File: config.mk
export PLATFORM = sky130hd
export DESIGN_NAME = playlist_controller
export DESIGN_NICKNAME = d
export VERILOG_FILES = /design/src/rtl/playlist_controller.sv
export SDC_FILE = /design/constraint.sdc
export NUM_CORES = 1
export LEC_CHECK = 0
export CAP_MARGIN = 20
export CORE_MARGIN = 2
export CORE_UTILIZATION = 55
export DETAILED_ROUTE_END_ITERATION = 8
export PLACE_DENSITY = 0.78
export REMOVE_ABC_BUFFERS = 1
export SYNTH_ARGS = -nofsm -noshare
export SYNTH_HDL_FRONTEND = slang
export SYNTH_SLANG_ARGS = --single-unit
File: constraint.sdc
create_clock -name clk -period 2.7 [get_ports clk]
set_clock_uncertainty 0.15 [all_clocks]
set_input_delay 0.27 -clock clk [delete_from_list [all_inputs] [get_ports clk]]
set_output_delay 0.27 -clock clk [all_outputs]
set_load 0.01 [all_outputs]
File: src/rtl/playlist_controller.sv
// Playlist controller: selects the current song, runs play/pause, cycles
// through four playback modes and inserts a silent gap before auto-resume.
module playlist_controller #(
  parameter int NUM_SONGS  = 4,
  parameter int SONG_BITS  = 2,
  parameter int GAP_CYCLES = 1000
) (
  input  logic                 clk,
  input  logic                 reset,
  input  logic                 play_button,
  input  logic                 next_button,
  input  logic                 prev_button,
  input  logic                 mode_button,
  input  logic                 song_done,
  output logic                 play,
  output logic                 reset_player,
  output logic [SONG_BITS-1:0] song,
  output logic [1:0]           mode,
  output logic                 gap_active
);

  localparam int GAP_W = (GAP_CYCLES > 1) ? $clog2(GAP_CYCLES) : 1;

  localparam logic [SONG_BITS-1:0] LAST_SONG = SONG_BITS'(NUM_SONGS - 1);
  localparam logic [GAP_W-1:0]     GAP_LOAD  = GAP_W'(GAP_CYCLES - 1);

  localparam logic [1:0] S_PAUSED  = 2'd0;
  localparam logic [1:0] S_PLAYING = 2'd1;
  localparam logic [1:0] S_GAP     = 2'd2;

  localparam logic [1:0] M_SINGLE     = 2'd0;
  localparam logic [1:0] M_REPEAT_ONE = 2'd1;
  localparam logic [1:0] M_SEQUENTIAL = 2'd2;
  localparam logic [1:0] M_LOOP_ALL   = 2'd3;

  logic [1:0]           state, state_nxt;
  logic [SONG_BITS-1:0] song_nxt, song_inc, song_dec;
  logic [1:0]           mode_nxt;
  logic [GAP_W-1:0]     gap_cnt, gap_nxt;
  logic                 rp_nxt;

  assign song_inc = (song == LAST_SONG) ? '0 : song + SONG_BITS'(1);
  assign song_dec = (song == '0) ? LAST_SONG : song - SONG_BITS'(1);

  assign play       = (state == S_PLAYING);
  assign gap_active = (state == S_GAP);

  // Next-state decode: one event per cycle in priority order play > next >
  // prev > mode > song_done; the gap countdown runs whenever no state-changing
  // button pre-empts it.
  always_comb begin
    state_nxt = state;
    song_nxt  = song;
    mode_nxt  = mode;
    gap_nxt   = gap_cnt;
    rp_nxt    = 1'b0;
    if (play_button) begin
      state_nxt = (state == S_PAUSED) ? S_PLAYING : S_PAUSED;
    end else if (next_button) begin
      song_nxt = song_inc;
      rp_nxt   = 1'b1;
      if (state == S_GAP) state_nxt = S_PAUSED;
    end else if (prev_button) begin
      song_nxt = song_dec;
      rp_nxt   = 1'b1;
      if (state == S_GAP) state_nxt = S_PAUSED;
    end else begin
      if (mode_button) begin
        mode_nxt = mode + 2'd1;
      end else if (song_done && state == S_PLAYING) begin
        rp_nxt = 1'b1;
        case (mode)
          M_SINGLE:     state_nxt = S_PAUSED;
          M_REPEAT_ONE: begin
            state_nxt = S_GAP;
            gap_nxt   = GAP_LOAD;
          end
          M_SEQUENTIAL: begin
            if (song == LAST_SONG) begin
              song_nxt  = '0;
              state_nxt = S_PAUSED;
            end else begin
              song_nxt  = song + SONG_BITS'(1);
              state_nxt = S_GAP;
              gap_nxt   = GAP_LOAD;
            end
          end
          M_LOOP_ALL: begin
            song_nxt  = song_inc;
            state_nxt = S_GAP;
            gap_nxt   = GAP_LOAD;
          end
          default: state_nxt = S_PAUSED;
        endcase
      end
      // Silence lasts GAP_CYCLES cycles: the cycle the counter reads 0 is the last.
      if (state == S_GAP) begin
        if (gap_cnt == '0) state_nxt = S_PLAYING;
        else               gap_nxt   = gap_cnt - GAP_W'(1);
      end
    end
  end

  // Register all controller state; reset never produces a reset_player pulse.
  always_ff @(posedge clk) begin
    if (reset) begin
      state        <= S_PAUSED;
      song         <= '0;
      mode         <= M_SINGLE;
      gap_cnt      <= '0;
      reset_player <= 1'b0;
    end else begin
      state        <= state_nxt;
      song         <= song_nxt;
      mode         <= mode_nxt;
      gap_cnt      <= gap_nxt;
      reset_player <= rp_nxt;
    end
  end

endmodule

* After elaboration in Yosys (flattened, before gate mapping)
Cells that the tools add are included.
** Storage, ports and cells
- Register bits :: 17
- Input bits :: 7
- Output and inout bits :: 7
** Cells by class
- Add/sub/neg operators :: 4
- Equal/unequal tests :: 7
- Muxes and demuxes :: 28
- Bitwise logic cells :: 3
- Reductions and logical operators :: 13
** Operators with widths (count)
- 2-to-1 mux 10 bit :: 5
- 2-to-1 mux 2 bit :: 16
- one-hot mux 10 bit (2 select lines) :: 1
- logical NOT 10 bit :: 1
- subtractor 10 x 1 -> 10 bit, second input constant :: 1
- == test 2 bit, second input constant :: 4
- AND reduction 4 bit :: 2
- logical NOT 2 bit :: 3
- one-hot mux 2 bit (3 select lines) :: 1
- nonzero test 3 bit :: 2
- OR reduction 2 bit :: 3
- 2-to-1 mux 1 bit :: 5
- adder 2 x 1 -> 2 bit, second input constant :: 2
- == test 2 x 1 -> 1 bit, second input constant :: 2
- inequality test 3 bit, second input constant :: 1
- inverter 1 bit :: 3
- AND reduction 3 bit :: 1
- subtractor 2 x 1 -> 2 bit, second input constant :: 1
- logical AND 1 bit :: 1

* Longest topological paths before layout
Gate-level depths: netlist (run 1).
- Depth after elaboration :: 10
- Gate-level depth with buffers :: 6
- Gate-level depth less buffers :: 6

* Least setup slack after synthesis (run 1)
No wires, ideal clock.
- Kind :: register -> register
- From :: register gap_cnt[0]
- To :: register gap_cnt[0]
- Setup time :: 0.133 ns
- Data arrival time :: 1.683 ns
- Data required time :: 2.417 ns
- Slack :: 0.734 ns
- Stages on the path, launching flop included :: 7
- Path buffers :: 0
- Period minus slack after synthesis :: 1.966 ns
- Cells stage by stage :: dfxtp_1 inv_1 ha_1 or4b_4 o31a_4 o2111ai_1 o311ai_1
** Between the ends
- Longest elaborated chain between the ends :: 6
- Elaborated cells on any way between the ends :: 8
** Ends and longest elaborated chain
- start, declared :: line 39 : logic [GAP_W-1:0] gap_cnt, gap_nxt;
- start signal, assigned :: line 116 : gap_cnt <= gap_nxt;
- branches (longest 5 deep; another with subtractor 10 x 1 -> 10 bit)
- 2-to-1 mux 10 bit * :: line 97 : if (state == S_GAP) begin
Every way passes the cells marked *.
A chain may end at the register's enable or synchronous reset.

* Final worst setup path (run 1)
- From :: register gap_cnt[0]
- To :: register state[1]
** Between the ends
- Longest elaborated chain between the ends :: 6
** Ends and longest elaborated chain
- logical NOT 10 bit :: line 98 : if (gap_cnt == '0) state_nxt = S_PLAYING;
- 2-to-1 mux 2 bit :: line 98
- 2-to-1 mux 2 bit :: line 97
- 2-to-1 mux 2 bit :: line 63 : end else if (prev_button) begin
- 2-to-1 mux 2 bit :: line 59 : end else if (next_button) begin
- 2-to-1 mux 2 bit :: line 57 : if (play_button) begin
- end signal, assigned :: line 113 : state <= state_nxt;
- end, declared :: line 36 : logic [1:0] state, state_nxt;
No other way between the ends.

==> results of run 1 <==
[cell families after synthesis]
logic type               synth area share, %
XOR/XNOR                                1.42
AND/OR/NAND/NOR                         25.8
AO/OA/AOI/OAI                           30.5
buffers and inverters                   5.67
adder cells (fa/ha/maj)                 9.11
flip-flops                              27.5
[power by group through the flow]
stage	Clock [mW]	Combinational, mW	Sequential [mW]
6_report	0.135	0.0934	0.267
5_1_grt	0.153	0.104	0.269
4_1_cts	0.140	0.0937	0.267
3_5_place_dp	0	0.0931	0.272
3_3_place_gp	0	0.0912	0.272
2_1_floorplan	0	0.0517	0.273
[cells in the mapped netlist (2+ instances only)]
cell type                   instances  area [um^2]
sky130_fd_sc_hd__a2111oi_0          2         17.5
sky130_fd_sc_hd__a311oi_1           2         17.5
sky130_fd_sc_hd__or4_1              2         15.0
sky130_fd_sc_hd__a21oi_1            6         30.0
sky130_fd_sc_hd__a211oi_1           5         37.5
sky130_fd_sc_hd__nand2b_1           5         31.3
sky130_fd_sc_hd__nand3_1            4         20.0
sky130_fd_sc_hd__o211ai_1           4         30.0
sky130_fd_sc_hd__ha_1               9          113
sky130_fd_sc_hd__dfxtp_1           17          340
sky130_fd_sc_hd__or3_1              2         12.5
sky130_fd_sc_hd__nand4_1            3         18.8
sky130_fd_sc_hd__o221ai_1           2         17.5
sky130_fd_sc_hd__or4_4              2         22.5
sky130_fd_sc_hd__a31oi_1            5         31.3
sky130_fd_sc_hd__o41ai_1            2         17.5
sky130_fd_sc_hd__nand2_1           12         45.0
sky130_fd_sc_hd__inv_1             12         45.0
sky130_fd_sc_hd__nor3_1             2         10.0
sky130_fd_sc_hd__o31ai_1            2         15.0
sky130_fd_sc_hd__o21ai_0            4         20.0
sky130_fd_sc_hd__nor2_1            14         52.6
sky130_fd_sc_hd__o2111ai_1          2         17.5
[area by class of cell]
cell class | instances | area [um^2] | area share (%)
clock buffers | 4 | 26.3 | 1.84
inverters | 12 | 45.0 | 3.16
multi-input cells | 114 | 826 | 57.9
flip-flops and latches | 17 | 340 | 23.9
well taps | 28 | 35.0 | 2.46
repair buffers | 16 | 153 | 10.7
[critical path, stage by stage, from the launching register on]
cell,delay [ns]
sky130_fd_sc_hd__dfxtp_1,0.35
sky130_fd_sc_hd__inv_1,0.13
sky130_fd_sc_hd__ha_1,0.20
sky130_fd_sc_hd__or4b_4,0.52
sky130_fd_sc_hd__nor3_1,0.38
sky130_fd_sc_hd__a2bb2oi_1,0.26
sky130_fd_sc_hd__a211oi_1,0.10
[through the flow]
step,total power [mW],utilization [%],hold WS (ns)
after global routing,0.525,65.7,0.396
after global placement,0.363,64.5,0.341
after CTS,0.500,65.7,0.361
after detailed placement,0.365,64.5,0.346
after floorplan,0.324,-,0.189
final,0.495,65.7,0.356
[how the worst max path moves through the flow]
stage	from	endpoint	slack, ns	depth (start not counted)
after floorplan	gap_cnt[0]$_SDFFE_PP0P_	gap_cnt[0]$_SDFFE_PP0P_	0.73	6
after global placement	play_button	gap_cnt[7]$_SDFFE_PP0P_	0.48	5
after detailed placement	play_button	gap_cnt[7]$_SDFFE_PP0P_	0.43	5
after CTS	gap_cnt[0]$_SDFFE_PP0P_	state[1]$_SDFF_PP0_	0.51	6
after global routing	gap_cnt[0]$_SDFFE_PP0P_	gap_cnt[7]$_SDFFE_PP0P_	0.36	6
final	gap_cnt[0]$_SDFFE_PP0P_	state[1]$_SDFF_PP0_	0.49	6
[registers in the layout, summed over array words and instances (netlist names)]
name,cells
reset_player,1
gap_cnt,10
state,2
song,2
mode,2
[metal layers]
layer	up-vias	global-route usage [%]	share of wire, %	wire length, um
met4	0	8.77	0.10	3
met2	37	44.7	51	1520
li1	603	-	-	-
met3	2	4.09	4.6	138
met5	-	0	0	0
met1	564	32.4	44	1310
==> out/metrics.yaml, run 1 <==
synth:
  netlist_area_mm2: 0.00124
  syn-instance-count: 147
  synth_sequential_area_ratio_pct: 27.5
  synth_ff_type: "sky130_fd_sc_hd__dfxtp_1"
  yosysUniqueCellTypes: 50
  number_of_synthesized_flops_with_an_enable_pin: 0
  yosys_warnings: 0
  postSynth.asyncResetShare_pct: 0
  postSynthRegisterBits: 17
  synth_area_per_cell_um2: 8.41
floorplanning:
  rows: 17
  pin_count: 14
  initial_core_util_pct: 57.0
  die-area_mm2: 0.00264
  floorplan.core_area_mm2: 0.00217
  chipHeight_um: 51.4
  dieWidth_um: 51.4
cells_and_area:
  final_layout_size_suffix_gt1_share_pct: 10.4
  layout.cells.most_common: "sky130_fd_sc_hd__dfxtp_1"
  antenna_cells: 0
  count_of_fill_cells_added_during_filler_insertion: 190
  final_design_area_no_fill_mm2: 0.00143
  final_cells: 191
  area_growth_syn_to_layout_pct: 15.3
  final_net_count: 180
  layout_common_cells: "17 x sky130_fd_sc_hd__dfxtp_1, 14 x sky130_fd_sc_hd__nor2_1, 13 x sky130_fd_sc_hd__clkdlybuf4s50_1"
placed_design:
  dpl_wire_length_mm: 2.28
  postPlaceCellArea_mm2: 0.00140
  preCtsSetupSlack_ns: 0.435
  place_congestion: 1.00
  dpl.cell_count: 187
  io_port_bufs: 13
run:
  cap_violations: 0
detailed_routing:
  initialDrtViolationCount: 24
  drt_first_pass_iters: 4
  wl_mm: 2.98
  antenna_left: 0
  detail_route.wl_per_cell_um: 15.6
  drc_errors: 0
  routed_via_density: 6.31
  route.vias.total: 1206
power_and_ir_drop:
  seq_power_share_pct: 53.9
  switching_share_pct: 27.5
  clock_power_share_pct: 27.3
  max-vdd-ir-drop_uv: 312
  switchingPower_mw: 0.136
  power_density_mw_per_mm2: 347
  combinational_share_of_power_pct: 18.9
  static-leakage-power_nw: 0.508
  internal_power_mw: 0.359
min_path:
  holdCritStartpoint: "gap_cnt[1]$_SDFFE_PP0P_"
  hold_path_end: "gap_cnt[1]$_SDFFE_PP0P_"
  min-delay-path-class: "register to register"
  min_path_cells: 2
clock_tree:
  cts_root_buffer: "sky130_fd_sc_hd__clkbuf_4"
  htree_depth: 1
  number_of_buffers_created_by_cts: 3
  holdBufCountCts: 0
  tritoncts_sink_count: 17
  clk_path_buf_depth: 2
  clk_latency_ns: 0.28
  post_cts.repair.setup_buffers: 0
  resize_count_post_cts: 0
  cts_tree: "done"
  cts.reportedPaths.clkPinSlew_ns: 0.10
global_routing:
  antenna_found_initial: 0
  first_global_vias: 1118
  global_router_s_overall_resource_usage_pct: 25.9
  grt_max_degree: 15
  grt_pass1_wl_mm: 5.18
  gr-total-overflow: 0
critical_path:
  critical_path_class: "register to register"
  worst_r2r_startpoint: "gap_cnt[0]$_SDFFE_PP0P_"
  worst_r2r_path_depth: 6
  crit_path_max_fanout: 4
  ff2ff_setup_slack_ns: 0.49
  cp-end-kind: "register"
  timing.critical_path.from_type: "register"
  critical_path_arrival_ns: 2.21
  regToRegEndpoint: "state[1]$_SDFF_PP0_"
  required_ns: 2.70
timing:
  final_max_slew_viol_count: 0
  setup_viol: 0
  fin_setup_tns_ns: 0
  normalized_max_slew_margin_pct: 63.8
  fin_crit_sh_pct: 82.0
  fmax_mhz: 452
  unrepaired_setup_endpoints_after_global_routing: "false"
  finalCriticalPeriod_ns: 2.21
  timing_hold_violations_final: 0
  max_slew.worst_pin.slew_ns: 0.542
  post-route-worst-setup-slack_ns: 0.487
status:
  outcome: "finished, final reports clean"
Note: power is estimated with default switching activity, not from simulation.
==> run 2, diff against run 1 <==
- CORE_UTILIZATION: 55 -> 50
- PLACE_DENSITY: 0.78 -> 0.75
- clock period: 2.7 -> 1.8 ns (I/O delays scaled with it)
==> out/metrics.yaml, run 2 (synthesis results as in run 1) <==
status:
  outcome: "finished with violations"
  failed_checks: "negative setup slack"
clock_tree:
  cts.reportedPaths.clkPinSlew_ns: 0.10
  clk_latency_ns: 0.30
  cts_root_buffer: "sky130_fd_sc_hd__clkbuf_4"
  htree_depth: 1
  clk_path_buf_depth: 2
  number_of_buffers_created_by_cts: 3
  tritoncts_sink_count: 17
  cts_tree: "done"
cells_and_area:
  area_growth_syn_to_layout_pct: 50.7
  final_cells: 230
  regMostFlops: "gap_cnt"
  final_layout_size_suffix_gt1_share_pct: 38.5
  largest_register_ffs: 10
  final_net_count: 217
  layout_common_cells: "39 x sky130_fd_sc_hd__buf_4, 14 x sky130_fd_sc_hd__nor2_1, 13 x sky130_fd_sc_hd__dfxtp_1"
  antenna_cells: 0
  layout.cells.most_common: "sky130_fd_sc_hd__buf_4"
power_and_ir_drop:
  static-leakage-power_nw: 0.713
  p_total_mw: 0.809
  max-vdd-ir-drop_uv: 539
  power_density_mw_per_mm2: 434
detailed_routing:
  antenna_left: 0
  initialDrtViolationCount: 31
  route.vias.total: 1389
  drc_errors: 0
  wl_mm: 3.99
  routed_via_density: 6.04
  drt_first_pass_iters: 4
  detail_route.wl_per_cell_um: 17.3
critical_path:
  sequence_of_cells_on_the_critical_path: "inv_2 -> ha_4 -> or4b_4 -> o31a_4 -> o2111ai_2 -> o311ai_1"
  worst_r2r_path_depth: 6
  crit_path_max_fanout: 6
  timing.critical_path.slowest_cell_delay_ns: 0.50
  required_ns: 1.83
  regToRegEndpoint: "gap_cnt[0]$_SDFFE_PP0P_"
  critical_path_arrival_ns: 2.02
  worst_r2r_startpoint: "gap_cnt[0]$_SDFFE_PP0P_"
  cp-end-kind: "register"
  timing.critical_path.from_type: "register"
  ff2ff_setup_slack_ns: -0.19
  critical_path_class: "register to register"
  slowest_stage: "sky130_fd_sc_hd__or4b_4"
  crit_path_to: "gap_cnt[0]$_SDFFE_PP0P_"
  critPathLaunch: "gap_cnt[0]$_SDFFE_PP0P_"
timing:
  fmax_mhz: 503
  unrepaired_setup_endpoints_after_global_routing: "true"
  finalCriticalPeriod_ns: 1.99
  fin_crit_sh_pct: 110
  max_slew.worst_pin.slew_ns: 0.372
  timing_hold_violations_final: 0
  final_max_slew_viol_count: 0
  post-route-worst-setup-slack_ns: -0.186
  hold_slack_ns: 0.363
  normalized_max_slew_margin_pct: 75.2
  setup_viol: 11
floorplanning:
  initial_core_util_pct: 51.3
  pin_count: 14
  rows: 18
  dieWidth_um: 53.7
  floorplan.core_area_mm2: 0.00241
  chipHeight_um: 53.7
  die-area_mm2: 0.00289
global_routing:
  gr-total-overflow: 0
  grt_max_degree: 10
  grt_pass1_wl_mm: 5.83
  global_router_s_overall_resource_usage_pct: 28.3
  first_global_vias: 1299
  antenna_found_initial: 0
min_path:
  min_path_cells: 2
  holdCritStartpoint: "state[0]$_SDFF_PP0_"
  min-delay-path-class: "register to register"
run:
  cap_violations: 0
placed_design:
  preCtsSetupSlack_ns: -0.252
  dpl_wire_length_mm: 2.71
  place_congestion: 0.878
  dpl.cell_count: 225
  io_port_bufs: 13
run 2: cell types whose count changed in the layout (fill, tap and decap cells not counted), sizes merged:
cell	before	now
buf	3	40
clkdlybuf4s50	13	12
dlygate4sd2	0	1
run 2: final cells by class:
type                       instances  area [um^2]
fill                             174          547
multi-input combinational        114          976
sequential                        17          345
tap                               30         37.5
timing repair buffer              53          433
inverter                          12         45.0
clock buffer                       4         26.3
run 2: layer usage:
layer	share of wire (%)	up-vias	wire, um	track usage (%)
met4	2.8	0	112	14.5
met2	51	43	2040	49.0
met1	42	666	1660	34.0
met5	0	-	0	0
li1	-	669	-	-
met3	4.2	11	166	3.33
run 2: worst min path at each step:
stage	endpoint	slack, ns
after floorplan	mode[1]$_SDFFE_PP0P_	0.1
after global placement	gap_cnt[0]$_SDFFE_PP0P_	0.35
after detailed placement	mode[1]$_SDFFE_PP0P_	0.37
after CTS	state[1]$_SDFF_PP0_	0.36
after global routing	state[1]$_SDFF_PP0_	0.39
final	state[1]$_SDFF_PP0_	0.36
run 2: power by group:
part           internal, mW  leakage (nW)  switching, mW
combinational        0.0993         0.558         0.0951
clock                0.0866        0.0150          0.128
sequential            0.387         0.140         0.0128
run 2: what timing repair did:
| action | in CTS | in global routing |
|---|---|---|
| setup endpoints to repair | 13 | 13 |
| hold buffers | 0 | 0 |
| endpoints found under the hold margin | 0 | 0 |
| pin swaps | 12 | 5 |
| setup buffers | 1 | 0 |
| resized for setup | 21 | 14 |
run 2: metrics by stage:
stage	setup TNS, ns	util (%)	instance area, um^2
final	-1.59	77.3	1860
after global routing	-2.18	77.3	1860
after CTS	-1.88	74.2	1790
after detailed placement	-2.79	69.4	1670
after global placement	-2.23	69.4	1670
after floorplan	-1.15	-	1210
run 2: critical path, delay by kind of cell (launching register included):
kind,cells,cell delay (ns)
AO/OA/AOI/OAI,3,0.68
AND/OR/NAND/NOR,1,0.50
flip-flops,1,0.34
adder cells (fa/ha/maj),1,0.12
buffers and inverters,1,0.07
